**config.mk**
```make
export PLATFORM = sky130hd
export DESIGN_NAME = fifo_frame_writer
export DESIGN_NICKNAME = d
export VERILOG_FILES = /design/src/rtl/fifo_frame_pkg.sv /design/src/rtl/skid_buf2.sv /design/src/rtl/fifo_frame_writer.sv
export SDC_FILE = /design/constraint.sdc
export NUM_CORES = 1
export LEC_CHECK = 0
export CAP_MARGIN = 25
export CELL_PAD_IN_SITES_DETAIL_PLACEMENT = 0
export CELL_PAD_IN_SITES_GLOBAL_PLACEMENT = 2
export CORE_AREA = 2 2 115 117
export DETAILED_ROUTE_END_ITERATION = 7
export DIE_AREA = 0 0 117 119
export PLACE_DENSITY = 0.86
export SLEW_MARGIN = 40
export SYNTH_ARGS = -nofsm -noshare
export SYNTH_HDL_FRONTEND = slang
export SYNTH_HIERARCHICAL = 1
export SYNTH_SLANG_ARGS = --single-unit
```
**constraint.sdc**
```tcl
create_clock -name wr_clk -period 3.8 [get_ports wr_clk]
set_input_delay 0.76 -clock wr_clk [delete_from_list [all_inputs] [get_ports wr_clk]]
set_output_delay 0.76 -clock wr_clk [all_outputs]
set_load 0.01 [all_outputs]
```
**src/rtl/fifo_frame_pkg.sv**
```systemverilog
// Shared types and widths for the feature-map FIFO write-side framer.
package fifo_frame_pkg;

    localparam int unsigned DW_DEF = 12;
    localparam int unsigned LW_DEF = 16;
    localparam int unsigned DROP_W = 8;
    localparam logic [DROP_W-1:0] DROP_MAX = '1;

    typedef enum logic [1:0] {
        IDLE     = 2'd0,
        WAIT_SOF = 2'd1,
        STREAM   = 2'd2,
        DONE     = 2'd3
    } state_e;

endpackage

```
**src/rtl/skid_buf2.sv**
```systemverilog
// Two-entry register buffer: in-order push/pop, head is the oldest entry.
module skid_buf2 #(
    parameter int unsigned W = 13
) (
    input  logic         clk,
    input  logic         rst,
    input  logic         push,
    input  logic         pop,
    input  logic [W-1:0] din,
    output logic [W-1:0] head,
    output logic [1:0]   occ
);

    logic [W-1:0] e0_q, e0_d;
    logic [W-1:0] e1_q, e1_d;
    logic [1:0]   occ_q, occ_d;
    logic         do_pop;
    logic         do_push;
    logic [1:0]   slot;

    assign do_pop  = pop && (occ_q != 2'd0);
    assign do_push = push && (occ_q != 2'd2);

    // Pop shifts entry 1 into the head; push lands in the first free slot after that.
    always_comb begin
        e0_d  = e0_q;
        e1_d  = e1_q;
        occ_d = occ_q;
        slot  = occ_q;
        if (do_pop) begin
            e0_d  = e1_q;
            occ_d = 2'(occ_q - 2'd1);
            slot  = 2'(occ_q - 2'd1);
        end
        if (do_push) begin
            if (slot == 2'd0) begin
                e0_d = din;
            end else begin
                e1_d = din;
            end
            occ_d = 2'(occ_d + 2'd1);
        end
    end

    always_ff @(posedge clk or posedge rst) begin
        if (rst) begin
            e0_q  <= '0;
            e1_q  <= '0;
            occ_q <= 2'd0;
        end else begin
            e0_q  <= e0_d;
            e1_q  <= e1_d;
            occ_q <= occ_d;
        end
    end

    assign head = e0_q;
    assign occ  = occ_q;

endmodule

```
**src/rtl/fifo_frame_writer.sv**
```systemverilog
// Frames an upstream word stream by SOF and programmed length and drives the FIFO write port.
module fifo_frame_writer
    import fifo_frame_pkg::*;
#(
    parameter int unsigned DW = DW_DEF,
    parameter int unsigned LW = LW_DEF
) (
    input  logic              wr_clk,
    input  logic              fifo_rst,
    input  logic              start,
    input  logic [LW-1:0]     cfg_frame_len,
    input  logic              s_valid,
    output logic              s_ready,
    input  logic [DW-1:0]     s_data,
    input  logic              s_sof,
    output logic [DW-1:0]     fifo_din,
    output logic              fifo_wr_en,
    input  logic              fifo_full,
    input  logic              fifo_wr_rst_busy,
    output logic              busy,
    output logic              done,
    output logic [LW-1:0]     word_cnt,
    output logic [DROP_W-1:0] drop_cnt,
    output logic              err_sof
);

    state_e            state_q, state_d;
    logic [LW-1:0]     len_q, len_d;
    logic [LW-1:0]     word_cnt_q, word_cnt_d;
    logic [DROP_W-1:0] drop_cnt_q, drop_cnt_d;
    logic              err_sof_q, err_sof_d;

    logic [1:0]        occ;
    logic [DW:0]       head;
    logic              has_head;
    logic              head_sof;
    logic [DW-1:0]     head_data;
    logic              push;
    logic              pop;
    logic              wr_go;
    logic              discard;
    logic [LW-1:0]     cnt_inc;

    assign has_head  = (occ != 2'd0);
    assign head_sof  = head[DW];
    assign head_data = head[DW-1:0];
    assign s_ready   = (occ != 2'd2) && !fifo_wr_rst_busy && !fifo_rst;
    assign push      = s_valid && s_ready;
    // Write gating looks at full in the same cycle so no write is ever issued against full.
    assign wr_go     = (state_q == STREAM) && has_head && !fifo_full && !fifo_wr_rst_busy;
    assign discard   = (state_q == WAIT_SOF) && has_head && !head_sof;
    assign pop       = wr_go || discard;
    assign cnt_inc   = LW'(word_cnt_q + LW'(1));

    skid_buf2 #(.W(DW + 1)) u_buf (
        .clk  (wr_clk),
        .rst  (fifo_rst),
        .push (push),
        .pop  (pop),
        .din  ({s_sof, s_data}),
        .head (head),
        .occ  (occ)
    );

    always_comb begin
        state_d    = state_q;
        len_d      = len_q;
        word_cnt_d = word_cnt_q;
        drop_cnt_d = drop_cnt_q;
        err_sof_d  = err_sof_q;
        unique case (state_q)
            IDLE: begin
                if (start) begin
                    word_cnt_d = '0;
                    drop_cnt_d = '0;
                    err_sof_d  = 1'b0;
                    if (cfg_frame_len != '0) begin
                        len_d   = cfg_frame_len;
                        state_d = WAIT_SOF;
                    end else begin
                        state_d = DONE;
                    end
                end
            end
            WAIT_SOF: begin
                if (has_head && head_sof) begin
                    state_d = STREAM;
                end else if (discard && (drop_cnt_q != DROP_MAX)) begin
                    drop_cnt_d = DROP_W'(drop_cnt_q + DROP_W'(1));
                end
            end
            STREAM: begin
                if (wr_go) begin
                    word_cnt_d = cnt_inc;
                    // Only the word written at count 0 may legitimately carry SOF.
                    if (head_sof && (word_cnt_q != '0)) begin
                        err_sof_d = 1'b1;
                    end
                    if (cnt_inc == len_q) begin
                        state_d = DONE;
                    end
                end
            end
            DONE: begin
                state_d = IDLE;
            end
        endcase
    end

    always_ff @(posedge wr_clk or posedge fifo_rst) begin
        if (fifo_rst) begin
            state_q    <= IDLE;
            len_q      <= '0;
            word_cnt_q <= '0;
            drop_cnt_q <= '0;
            err_sof_q  <= 1'b0;
        end else begin
            state_q    <= state_d;
            len_q      <= len_d;
            word_cnt_q <= word_cnt_d;
            drop_cnt_q <= drop_cnt_d;
            err_sof_q  <= err_sof_d;
        end
    end

    assign fifo_wr_en = wr_go;
    assign fifo_din   = wr_go ? head_data : '0;
    assign busy       = (state_q != IDLE);
    assign done       = (state_q == DONE);
    assign word_cnt   = word_cnt_q;
    assign drop_cnt   = drop_cnt_q;
    assign err_sof    = err_sof_q;

endmodule

```
# == Word level (Yosys, flattened, before mapping) ==
# Cells that the tools add are included.
# totals
ff_bits,71
elab_cells,81
inputBits,35
out_inout_bits,41
# op_classes
n_bitwise,1
n_reduce_logical,32
n_addsub,4
eq_ne,13
n_mux,23
# op_table
operator,count
$mux W13,3
$mux W16,2
$pmux W16 S2,1
$reduce_bool A16 Y1,2
$mux W8,3
$add A16 B1 Y16 const B,1
$eq A16 B16 Y1,1
$pmux W8 S2,1
$mux W2,7
$logic_and A1 B1 Y1,13
$mux W12,1
$reduce_and A4 Y1,3
$add A8 B1 Y8 const B,1
$ne A2 B1 Y1 const B,4
$ne A2 B2 Y1 const B,4
$ne A8 B8 Y1 const B,1
$pmux W2 S4,1
$reduce_bool A2 Y1,4
$reduce_and A3 Y1,2
$eq A2 B2 Y1 const B,2
$logic_not A1 Y1,4
$logic_not A2 Y1,2
$mux W1,3
$add A2 B1 Y2 const B,1
other kinds (6),6

# == Logic depth before layout (Yosys ltp) ==
# Gate-level depths: netlist of run 1.
# depth
ltp_word,10
depth_mapped,15
mapped_depth_nobuf,11

# == By module ==
# Netlist of run 1, hierarchy kept.
# modules_own_cells
mod,cells_each,seq_area_each_um2,area_each_um2,instances
fifo_frame_writer,304,1076.0,2801.4,1
skid_buf2,100,700.7,1300.0,1

# == Least setup slack after synthesis of run 1 ==
# No wires, ideal clock.
# synth_timing
kind,flip-flop to flip-flop
startpoint,register state_q[0]
endpoint,register u_buf.e1_q[0]
t_required_ns,3.675
arrival_time_ns,3.106
period_less_slack_ns,3.232
path_stages_with_launch,15
path_buffers,4
path_slack_ns,0.568
path_cell_list,dfrtp_1 -> inv_1 -> ha_1 -> inv_2 -> nor4_2 -> clkbuf_1 -> clkbuf_1 -> a21o_1 -> nand2b_1 -> buf_4 -> mux2_2 -> ha_1 -> and2b_4 -> buf_6 -> mux2_4
# synth_via
elab_chain_len,10
elab_cells_between_ends,13
# synth_rtl
element,line_no,text
from (decl),fifo_frame_writer.sv:27,"state_e state_q, state_d;"
from (signal assigned),fifo_frame_writer.sv:118,state_q <= state_d;
$eq A2 B2 Y1,fifo_frame_writer.sv:50,assign wr_go = (state_q == STREAM) && has_head && !fifo_full && !fifo_wr_rst_busy;
$logic_and A1 B1 Y1 (3 in series),fifo_frame_writer.sv:50,
via fifo_wr_en,fifo_frame_writer.sv:17,"output logic fifo_wr_en,"
$logic_or A1 B1 Y1,fifo_frame_writer.sv:52,assign pop = wr_go || discard;
via pop,fifo_frame_writer.sv:39,logic pop;
$logic_and A1 B1 Y1,skid_buf2.sv:21,assign do_pop = pop && (occ_q != 2'd0);
$mux W2,skid_buf2.sv:30,if (do_pop) begin
$logic_not A2 Y1,skid_buf2.sv:36,if (slot == 2'd0) begin
$not A1 Y1 (no line),n/a,
$reduce_and A2 Y1 (no line),n/a,
to (signal assigned),skid_buf2.sv:48,e1_q <= '0;
to (signal assigned),skid_buf2.sv:52,e1_q <= e1_d;
to (decl),skid_buf2.sv:15,"logic [W-1:0] e1_q, e1_d;"
# The timed path passes the listed nets, and every way through them passes these cells.
# A chain may end at the register's enable or synchronous reset.

# == Worst setup path in the final report of run 1 ==
# layout_timing
startpoint,register state_q[0]
endpoint,output port fifo_din[2]
# layout_via
elab_chain_len,5
# layout_rtl
element,line_no,text
$eq A2 B2 Y1,fifo_frame_writer.sv:50,
$logic_and A1 B1 Y1 (3 in series),fifo_frame_writer.sv:50,
$mux W12,fifo_frame_writer.sv:127,assign fifo_din = wr_go ? head_data : '0;
to (decl),fifo_frame_writer.sv:16,"output logic [DW-1:0] fifo_din,"
# Every way passes these cells.

==> results of run 1 <==
[registers in the layout (all words and copies together), names as in the netlist]
signal / count
u_buf/occ: 2
word_cnt: 16
u_buf/e1_q: 13
u_buf/head: 13
len_q: 16
err_sof: 1
drop_cnt: 8
state_q: 2
[cells in the final DEF, fill, tap and decap left out, types with 12 or more instances in the layout]
cell | synthesis | routed
sky130_fd_sc_hd__clkdlybuf4s50_1 | 0 | 75
sky130_fd_sc_hd__dfrtp_1 | 71 | 71
sky130_fd_sc_hd__o21ai_0 | 32 | 31
sky130_fd_sc_hd__nor2_1 | 31 | 31
sky130_fd_sc_hd__a21oi_1 | 25 | 25
sky130_fd_sc_hd__nand2_1 | 22 | 22
sky130_fd_sc_hd__mux2_2 | 18 | 18
sky130_fd_sc_hd__and2_1 | 17 | 17
sky130_fd_sc_hd__xor2_1 | 15 | 15
sky130_fd_sc_hd__mux2i_1 | 15 | 15
sky130_fd_sc_hd__inv_1 | 14 | 13
sky130_fd_sc_hd__xnor2_1 | 12 | 12
[area by class of cell]
| cell class | instances | area (µm²) | share of cell area |
|---|---|---|---|
| multi-input cells | 296 | 2147 | 0.4049 |
| clock inverters | 6 | 67.56 | 0.01274 |
| inverters | 15 | 56.30 | 0.01062 |
| repair buffers | 81 | 795.8 | 0.1501 |
| clock buffers | 10 | 239.0 | 0.04507 |
| flip-flops and latches | 71 | 1777 | 0.3351 |
| well taps | 176 | 220.2 | 0.04153 |
[power by group]
part           internal [mW]  total (mW)  switching, mW
logic                  0.660        1.27          0.609
clock network          0.530       0.877          0.347
registers               1.03        1.24          0.212
[stage by stage]
stage / utilization / hold slack [ps] / std cells / worst slack [ps]
global route: 0.4119 / 522.8 / 655 / 331.3
finish: 0.4119 / 494.9 / 655 / 467.9
detailed placement: 0.3880 / 481.7 / 639 / 518.4
CTS: 0.4119 / 495.1 / 655 / 428.2
floorplan: - / 457.4 / 404 / 568.4
global placement: 0.3878 / 467.5 / 639 / 548.7
[cells by family (layout without fill, tap and decap cells)]
kind of cell             after synthesis  in the layout  share of synthesized area
AO/OA/AOI/OAI                         79             79                     0.1126
XOR/XNOR                              28             28                    0.06162
adder cells (fa/ha/maj)               11             11                    0.03356
buffers and inverters                 37            112                    0.04423
flip-flops                            71             71                     0.4332
multiplexers                          44             44                     0.1254
AND/OR/NAND/NOR                      134            134                     0.1894
[cells in the mapped netlist (7+ instances only)]
cell type and n:
sky130_fd_sc_hd__nor2_1 31, sky130_fd_sc_hd__mux2i_1 15, sky130_fd_sc_hd__o31ai_1 7, sky130_fd_sc_hd__and3_1 7, sky130_fd_sc_hd__mux2_2 18, sky130_fd_sc_hd__ha_1 11, sky130_fd_sc_hd__nand2_1 22, sky130_fd_sc_hd__inv_1 14
sky130_fd_sc_hd__nand3_1 9, sky130_fd_sc_hd__xor2_1 15, sky130_fd_sc_hd__and2_1 17, sky130_fd_sc_hd__dfrtp_1 71, sky130_fd_sc_hd__clkbuf_1 8, sky130_fd_sc_hd__mux2_4 10, sky130_fd_sc_hd__nand4_1 11, sky130_fd_sc_hd__xnor2_1 12
sky130_fd_sc_hd__a21oi_1 25, sky130_fd_sc_hd__nor4_1 8, sky130_fd_sc_hd__o21ai_0 32
[critical path: cells and delay by family (launching register included)]
family | cells | cell delay [ps]
buf+inv | 4 | 990
simple gates | 2 | 570
flops | 1 | 420
fa+ha+maj | 1 | 260
[metal layers]
layer  wire, µm  global-route usage
met5          0                   0
met4         44             0.03529
met3        548             0.03817
met2       4864              0.2482
met1       4655              0.2073
[how the worst max path moves through the flow]
stage | startpoint | end | cells past startpoint
floorplan | state_q[0] | u_buf/e1_q[0] | 14
global placement | fifo_full | fifo_din[0] | 5
detailed placement | fifo_full | u_buf/e1_q[8] | 8
CTS | state_q[0] | fifo_din[2] | 7
global route | state_q[0] | fifo_din[11] | 7
finish | state_q[0] | fifo_din[2] | 7
==> tab_implementation.tex, run 1 <==
\begin{tabular}{lr}
\hline
Metric & Value \\
\hline
\multicolumn{2}{l}{\textbf{Setup path}} \\
\quad CP Capture Type & output pin \\
\quad Crit path DAT & 2570 ps \\
\quad Maximum fanout count along the critical path & 10 \\
\quad Library cell contributing the largest single delay on the critical path & sky130\_fd\_sc\_hd\_\_clkdlybuf4s50\_1 \\
\quad Reg2Reg Capture Point & u\_buf/e1\_q[9] \\
\quad Internal reg-to-reg setup slack & 790 ps \\
\quad CP max stage delay & 530 ps \\
\quad Worst reg2reg path startpoint & state\_q[0] \\
\quad Start-to-end type of the worst setup path & reg -> out \\
\quad FF-to-FF path depth & 10 \\
\quad Required time of the critical path & 3040 ps \\
\quad Startpoint class of the critical path & flop \\
\quad Crit path cell chain & inv\_1, ha\_1, inv\_2, nor4\_2, buf\_4, and2\_1, clkdlybuf4s50\_1 \\
\multicolumn{2}{l}{\textbf{Clocking}} \\
\quad Count of hold buffers inserted by post-cts repair & 0 \\
\quad CTS Buf Count & 9 \\
\quad Resized Gates After CTS & 0 \\
\quad CTS tree & built \\
\quad Worst-path clk slew & 60 ps \\
\quad Root Buffer Master & sky130\_fd\_sc\_hd\_\_clkbuf\_16 \\
\quad CTS H-Tree Depth & 3 \\
\quad Clock net sink count & 71 \\
\quad Latest clock arrival within the worst-skew pair & 330 ps \\
\quad Post CTS Setup Buffer Count & 0 \\
\quad Maximum root-to-sink buffer count & 2 \\
\multicolumn{2}{l}{\textbf{Timing}} \\
\quad Setup-failing EPs final & 0 \\
\quad Slew of the pin with the lowest slew margin & 673.3 ps \\
\quad Worst Skew & 4.974 ps \\
\quad Period utilisation layout & 0.8769 \\
\quad Final TNS setup & 0 ps \\
\quad Setup repair after global routing missed its margin & no \\
\quad Final slew viol count & 0 \\
\quad Final critical delay including setup and external delays & 3332 ps \\
\quad Slew headroom & 0.5501 \\
\quad Fmax & 300.1 MHz \\
\quad Final Hold Fails & 0 \\
\multicolumn{2}{l}{\textbf{Detailed routing}} \\
\quad Starting DRC count in detailed routing & 158 \\
\quad Vias per cell & 4.812 \\
\quad Wirelength, routed & 10.11 mm \\
\quad Count of TritonRoute iterations in the first routing pass & 4 \\
\quad Detail-routed net length per standard cell & 15.44 µm \\
\quad DRT antenna net count & 0 \\
\quad Total via count in the routed design & 3152 \\
\quad Remaining routing DRC violations & 0 \\
\multicolumn{2}{l}{\textbf{Logic synthesis}} \\
\quad Number of library cell types mapped by synthesis & 57 \\
\quad Async SR Flop Fraction & 1.000 \\
\quad Mean Syn Cell Area & 10.15 µm² \\
\quad Area contributors post-synth & sky130\_fd\_sc\_hd\_\_dfrtp\_1 43\%, sky130\_fd\_sc\_hd\_\_mux2\_2 4.9\%, sky130\_fd\_sc\_hd\_\_o21ai\_0 3.9\%, sky130\_fd\_sc\_hd\_\_mux2\_4 3.7\%, sky130\_fd\_sc\_hd\_\_mux2i\_1 3.7\% \\
\quad Most instantiated flip-flop cell in the synthesis netlist & sky130\_fd\_sc\_hd\_\_dfrtp\_1 \\
\quad Largest area contributor in the netlist & sky130\_fd\_sc\_hd\_\_dfrtp\_1 \\
\quad Post-synthesis instance total & 404 \\
\quad Synthesis-stage register bit count & 71 \\
\quad Number of enable flip-flop cells after synthesis & 0 \\
\quad Synthesized Nets & 450 \\
\quad Sequential fraction of the synthesis area & 0.4332 \\
\quad Count of warnings emitted by yosys & 6 \\
\quad Share of the synthesized area in the top cell type & 0.4332 \\
\quad Cell area after technology mapping & 4101 µm² \\
\multicolumn{2}{l}{\textbf{Worst hold path}} \\
\quad Worst min-delay path category & reg -> reg \\
\quad WHS Path Cells & 1 \\
\quad Origin of the worst min-delay path & u\_buf/e1\_q[10] \\
\quad Hold-critical path endpoint & u\_buf/e1\_q[10] \\
\multicolumn{2}{l}{\textbf{Floorplan}} \\
\quad Die width & 117 µm \\
\quad Chip height & 119 µm \\
\quad Placement row count & 42 \\
\quad Core Box Area & 12870 µm² \\
\quad Io pins & 76 \\
\quad Area of the die & 13920 µm² \\
\quad Initial standard-cell utilization of the core & 0.3186 \\
\multicolumn{2}{l}{\textbf{Pwr}} \\
\quad Overall power consumption & 3.387 mW \\
\quad Power per unit of standard cell area & 638.8 nW/µm² \\
\quad Max rail drop VDD & 0.0002515 V \\
\quad Leakage power figure & 2.286 nW \\
\multicolumn{2}{l}{\textbf{GRT}} \\
\quad Gr ovfl total & 0 \\
\quad Number of global-route vias before repair & 3141 \\
\quad Overall track demand over capacity in global routing & 0.1537 \\
\quad First-pass GRT wire length & 16.62 mm \\
\quad Number of antenna violations at the first check in global routing & 0 \\
\quad Largest net degree at the start of global routing & 44 \\
\multicolumn{2}{l}{\textbf{Cells and area}} \\
\quad Ant. Diodes & 0 \\
\quad Post-Layout Inst Area & 5303 µm² \\
\quad Fraction of final layout cells sized beyond drive strength 1 & 0.1441 \\
\quad Layout Nets & 520 \\
\quad Layout overhead on the synthesized area & 29.29\% \\
\quad Filler Cell Count & 1287 \\
\multicolumn{2}{l}{\textbf{Place}} \\
\quad Half-perimeter wire length after detailed placement & 7.354 mm \\
\quad Placed cell areas & 4996 µm² \\
\quad Number of buffer cells added on primary ports & 75 \\
\quad Placer Congestion & 0.7753 \\
\multicolumn{2}{l}{\textbf{Job}} \\
\quad Max-capacitance violation count & 0 \\
\multicolumn{2}{l}{\textbf{Status}} \\
\quad Result of the run & finished, final reports clean \\
\hline
\end{tabular}
Note: power is estimated with default switching activity, not from simulation.
==> run 2: changes to the inputs <==
--- a/config.mk
+++ b/config.mk
@@ -5,13 +5,14 @@
 export SDC_FILE = /design/constraint.sdc
 export NUM_CORES = 1
 export LEC_CHECK = 0
+export ABC_AREA = 1
 export CAP_MARGIN = 25
 export CELL_PAD_IN_SITES_DETAIL_PLACEMENT = 0
 export CELL_PAD_IN_SITES_GLOBAL_PLACEMENT = 2
-export CORE_AREA = 2 2 115 117
+export CORE_AREA = 2 2 122 124
 export DETAILED_ROUTE_END_ITERATION = 7
-export DIE_AREA = 0 0 117 119
-export PLACE_DENSITY = 0.86
+export DIE_AREA = 0 0 124 126
+export PLACE_DENSITY = 0.87
 export SLEW_MARGIN = 40
 export SYNTH_ARGS = -nofsm -noshare
 export SYNTH_HDL_FRONTEND = slang
==> constraint.sdc (replaced) <==
create_clock -name wr_clk -period 3.8 [get_ports wr_clk]
set_input_delay 0.38 -clock wr_clk [delete_from_list [all_inputs] [get_ports wr_clk]]
set_output_delay 0.38 -clock wr_clk [all_outputs]
set_load 0.01 [all_outputs]
==> tab_implementation.tex, run 2 <==
\begin{tabular}{lr}
\hline
Metric & Value \\
\hline
\multicolumn{2}{l}{\textbf{GRT}} \\
\quad Gr ovfl total & 0 \\
\quad Number of global-route vias before repair & 3817 \\
\quad Number of antenna violations at the first check in global routing & 0 \\
\quad GR met3 Demand/Resource & 0.04665 \\
\quad Met2 Track Usage GR & 0.2582 \\
\quad M1 GR Usage & 0.2074 \\
\quad First-pass GRT wire length & 19.24 mm \\
\quad GRT busiest layer & met2 \\
\quad Overall track demand over capacity in global routing & 0.1600 \\
\quad Largest net degree at the start of global routing & 44 \\
\multicolumn{2}{l}{\textbf{Logic synthesis}} \\
\quad Synthesized Nets & 625 \\
\quad Post-synthesis instance total & 579 \\
\quad Mean Syn Cell Area & 7.313 µm² \\
\quad Sequential fraction of the synthesis area & 0.4196 \\
\quad Dominant cell by count in the synthesized netlist & sky130\_fd\_sc\_hd\_\_nand2\_1 \\
\quad Async SR Flop Fraction & 1.000 \\
\quad Most instantiated flip-flop cell in the synthesis netlist & sky130\_fd\_sc\_hd\_\_dfrtp\_1 \\
\quad Area contributors post-synth & sky130\_fd\_sc\_hd\_\_dfrtp\_1 42\%, sky130\_fd\_sc\_hd\_\_nand2\_1 16\%, sky130\_fd\_sc\_hd\_\_inv\_1 8.3\%, sky130\_fd\_sc\_hd\_\_nand3\_1 7.4\%, sky130\_fd\_sc\_hd\_\_nor2\_1 3.3\% \\
\quad Number of library cell types mapped by synthesis & 35 \\
\quad Synthesis-stage register bit count & 71 \\
\quad Share of the synthesized area in the top cell type & 0.4196 \\
\quad Largest area contributor in the netlist & sky130\_fd\_sc\_hd\_\_dfrtp\_1 \\
\quad Count of warnings emitted by yosys & 6 \\
\quad Cell area after technology mapping & 4234 µm² \\
\quad Number of enable flip-flop cells after synthesis & 0 \\
\quad List of most frequent post-synthesis cells & 183 x sky130\_fd\_sc\_hd\_\_nand2\_1, 94 x sky130\_fd\_sc\_hd\_\_inv\_1, 71 x sky130\_fd\_sc\_hd\_\_dfrtp\_1 \\
\multicolumn{2}{l}{\textbf{Pwr}} \\
\quad Overall power consumption & 3.595 mW \\
\quad Power per unit of standard cell area & 654.3 nW/µm² \\
\quad Leakage power figure & 2.644 nW \\
\quad Max rail drop VDD & 0.0002648 V \\
\multicolumn{2}{l}{\textbf{Timing}} \\
\quad Setup repair after global routing missed its margin & no \\
\quad Slew of the pin with the lowest slew margin & 717.1 ps \\
\quad Setup-failing EPs final & 0 \\
\quad Final Hold Fails & 0 \\
\quad Slew headroom & 0.5206 \\
\quad Fmax & 310.5 MHz \\
\quad Period utilisation layout & 0.8476 \\
\quad Worst Skew & 7.308 ps \\
\quad Final slew viol count & 0 \\
\quad Final TNS setup & 0 ps \\
\quad Final critical delay including setup and external delays & 3221 ps \\
\multicolumn{2}{l}{\textbf{Clocking}} \\
\quad Latest clock arrival within the worst-skew pair & 350 ps \\
\quad Count of hold buffers inserted by post-cts repair & 0 \\
\quad CTS tree & built \\
\quad Root Buffer Master & sky130\_fd\_sc\_hd\_\_clkbuf\_16 \\
\quad CTS Buf Count & 9 \\
\quad Worst-path clk slew & 60 ps \\
\quad CTS H-Tree Depth & 3 \\
\quad Clock net sink count & 71 \\
\quad Maximum root-to-sink buffer count & 2 \\
\multicolumn{2}{l}{\textbf{Detailed routing}} \\
\quad Count of TritonRoute iterations in the first routing pass & 4 \\
\quad Wirelength, routed & 11.77 mm \\
\quad DRT antenna net count & 0 \\
\quad Detail-routed net length per standard cell & 13.96 µm \\
\quad Remaining routing DRC violations & 0 \\
\quad Total via count in the routed design & 3893 \\
\quad Starting DRC count in detailed routing & 250 \\
\quad Vias per cell & 4.618 \\
\multicolumn{2}{l}{\textbf{Setup path}} \\
\quad Library cell contributing the largest single delay on the critical path & sky130\_fd\_sc\_hd\_\_dfrtp\_1 \\
\quad Most used cell, CP & sky130\_fd\_sc\_hd\_\_nand2\_1 \\
\quad CP max stage delay & 400 ps \\
\quad Crit path buffers/inverters & 5 \\
\quad Maximum fanout count along the critical path & 17 \\
\quad Top Family by Delay on Critical Path & simple AND/OR/NAND/NOR gates \\
\quad Crit path DAT & 3450 ps \\
\quad Startpoint class of the critical path & flop \\
\quad Cell depth of the worst setup path & 15 \\
\quad FF-to-FF path depth & 15 \\
\quad CP Capture Type & flop \\
\quad Required time of the critical path & 4030 ps \\
\quad Crit path cell chain & inv\_1, ha\_1, inv\_2, nor4\_4, inv\_1, nand2\_1, buf\_4, nand2\_4, nand2\_1, nand2\_1, ha\_1, nand3\_4, clkinv\_2, nand2\_1, nand2\_1 \\
\quad Start-to-end type of the worst setup path & reg -> reg \\
\multicolumn{2}{l}{\textbf{Place}} \\
\quad Cell total after placement & 827 \\
\quad Placer Congestion & 0.8399 \\
\quad Half-perimeter wire length after detailed placement & 8.578 mm \\
\quad Number of buffer cells added on primary ports & 75 \\
\multicolumn{2}{l}{\textbf{Floorplan}} \\
\quad Placement row count & 44 \\
\quad Initial standard-cell utilization of the core & 0.2958 \\
\quad Io pins & 76 \\
\quad Chip height & 126 µm \\
\quad Die width & 124 µm \\
\quad Core Box Area & 14310 µm² \\
\quad Area of the die & 15620 µm² \\
\multicolumn{2}{l}{\textbf{Status}} \\
\quad Result of the run & finished, final reports clean \\
\multicolumn{2}{l}{\textbf{Cells and area}} \\
\quad Fraction of final layout cells sized beyond drive strength 1 & 0.06980 \\
\quad Commonest cells after routing, fill and taps aside & 183 x sky130\_fd\_sc\_hd\_\_nand2\_1, 93 x sky130\_fd\_sc\_hd\_\_inv\_1, 75 x sky130\_fd\_sc\_hd\_\_clkdlybuf4s50\_1 \\
\quad Non-Filler Instances & 843 \\
\quad Layout Nets & 700 \\
\quad Most frequent standard cell in the layout excluding fill and tap cells & sky130\_fd\_sc\_hd\_\_nand2\_1 \\
\quad Ant. Diodes & 0 \\
\quad Layout overhead on the synthesized area & 29.79\% \\
\multicolumn{2}{l}{\textbf{Worst hold path}} \\
\quad Worst min-delay path category & reg -> reg \\
\quad WHS Path Cells & 2 \\
\multicolumn{2}{l}{\textbf{Job}} \\
\quad Max-capacitance violation count & 0 \\
\hline
\end{tabular}
[run 2: changes by cell type in the layout (fill, tap and decap cells not counted), sizes merged, moves of 5 or more]
cell / before / now
and2: 17 / 1
mux2: 29 / 7
and3: 7 / 0
o21ai: 34 / 18
xor2: 15 / 5
nor4: 11 / 6
nand3: 10 / 64
nor2: 31 / 41
inv: 17 / 98
a21oi: 26 / 6
o22ai: 0 / 14
xnor2: 13 / 5
nand2: 23 / 189
mux2i: 15 / 0
[run 2: final cells by class]
cell class	instances	area, µm²
timing repair buffer	79	780.7
clock buffer	10	239.0
sequential	71	1777
tap	184	230.2
fill	1514	8818
multi-input combinational	393	1984
inverter	100	376.6
clock inverter	6	107.6
[run 2: worst paths after layout]
path / from / end / slack [ps]
setup / recovery: state_q[0] / u_buf/head[6] / 580
hold / removal: u_buf/e1_q[1] / u_buf/e1_q[1] / 470
setup reg to reg: state_q[0] / u_buf/head[6] / 580
hold reg to reg: u_buf/e1_q[1] / u_buf/e1_q[1] / 470
max in group asynchronous: fifo_rst / word_cnt[6] / 2790
min in group asynchronous: fifo_rst / u_buf/e1_q[7] / 530
[run 2: cell families after synthesis]
family                   after synthesis  synth area share
AO/OA/AOI/OAI                         45           0.06147
adder cells (fa/ha/maj)               11           0.03251
flip-flops                            71            0.4196
AND/OR/NAND/NOR                      320            0.3333
buffers and inverters                115            0.1138
multiplexers                           7           0.01862
XOR/XNOR                              10           0.02068
[run 2: repair_timing]
item,4_1_cts,5_1_grt
setup buffers,0,0
endpoints found under the setup margin,0,2
gates resized for setup,0,1
[run 2: routing by layer]
| layer | share of wire | vias to the layer above | wire length, µm |
|---|---|---|---|
| met5 | 0 | - | 0 |
| met2 | 0.48 | 97 | 5661 |
| met3 | 0.052 | 12 | 615 |
| li1 | - | 1987 | - |
| met1 | 0.45 | 1797 | 5331 |
| met4 | 0.014 | 0 | 159 |
[run 2: worst register-to-register path, delay by kind of cell, from the launching register on]
family                     cells  cell delay [ps]
adders and majority gates      2              570
and+or+nand+nor                8             1170
buffers and inverters          5              950
DFF                            1              400
[run 2: through the flow]
| stage | setup WS, ps | hold slack, ps | util | instance area [µm²] |
|---|---|---|---|---|
| finish | 579.1 | 466.4 | 0.3839 | 5495 |
| global route | 196.1 | 492.8 | 0.3839 | 5495 |
| CTS | 450.2 | 473.0 | 0.3833 | 5487 |
| detailed placement | 486.1 | 458.6 | 0.3591 | 5140 |
| global placement | 600.1 | 455.4 | 0.3591 | 5140 |
| floorplan | 992.7 | 441.9 | - | 4234 |
[run 2: power by group]
group | leakage, nW | internal (mW) | switching (mW)
clock | 0.168 | 0.656 | 0.334
sequential | 0.895 | 1.03 | 0.193
combinational | 1.58 | 0.541 | 0.839
total | 2.64 | 2.23 | 1.37
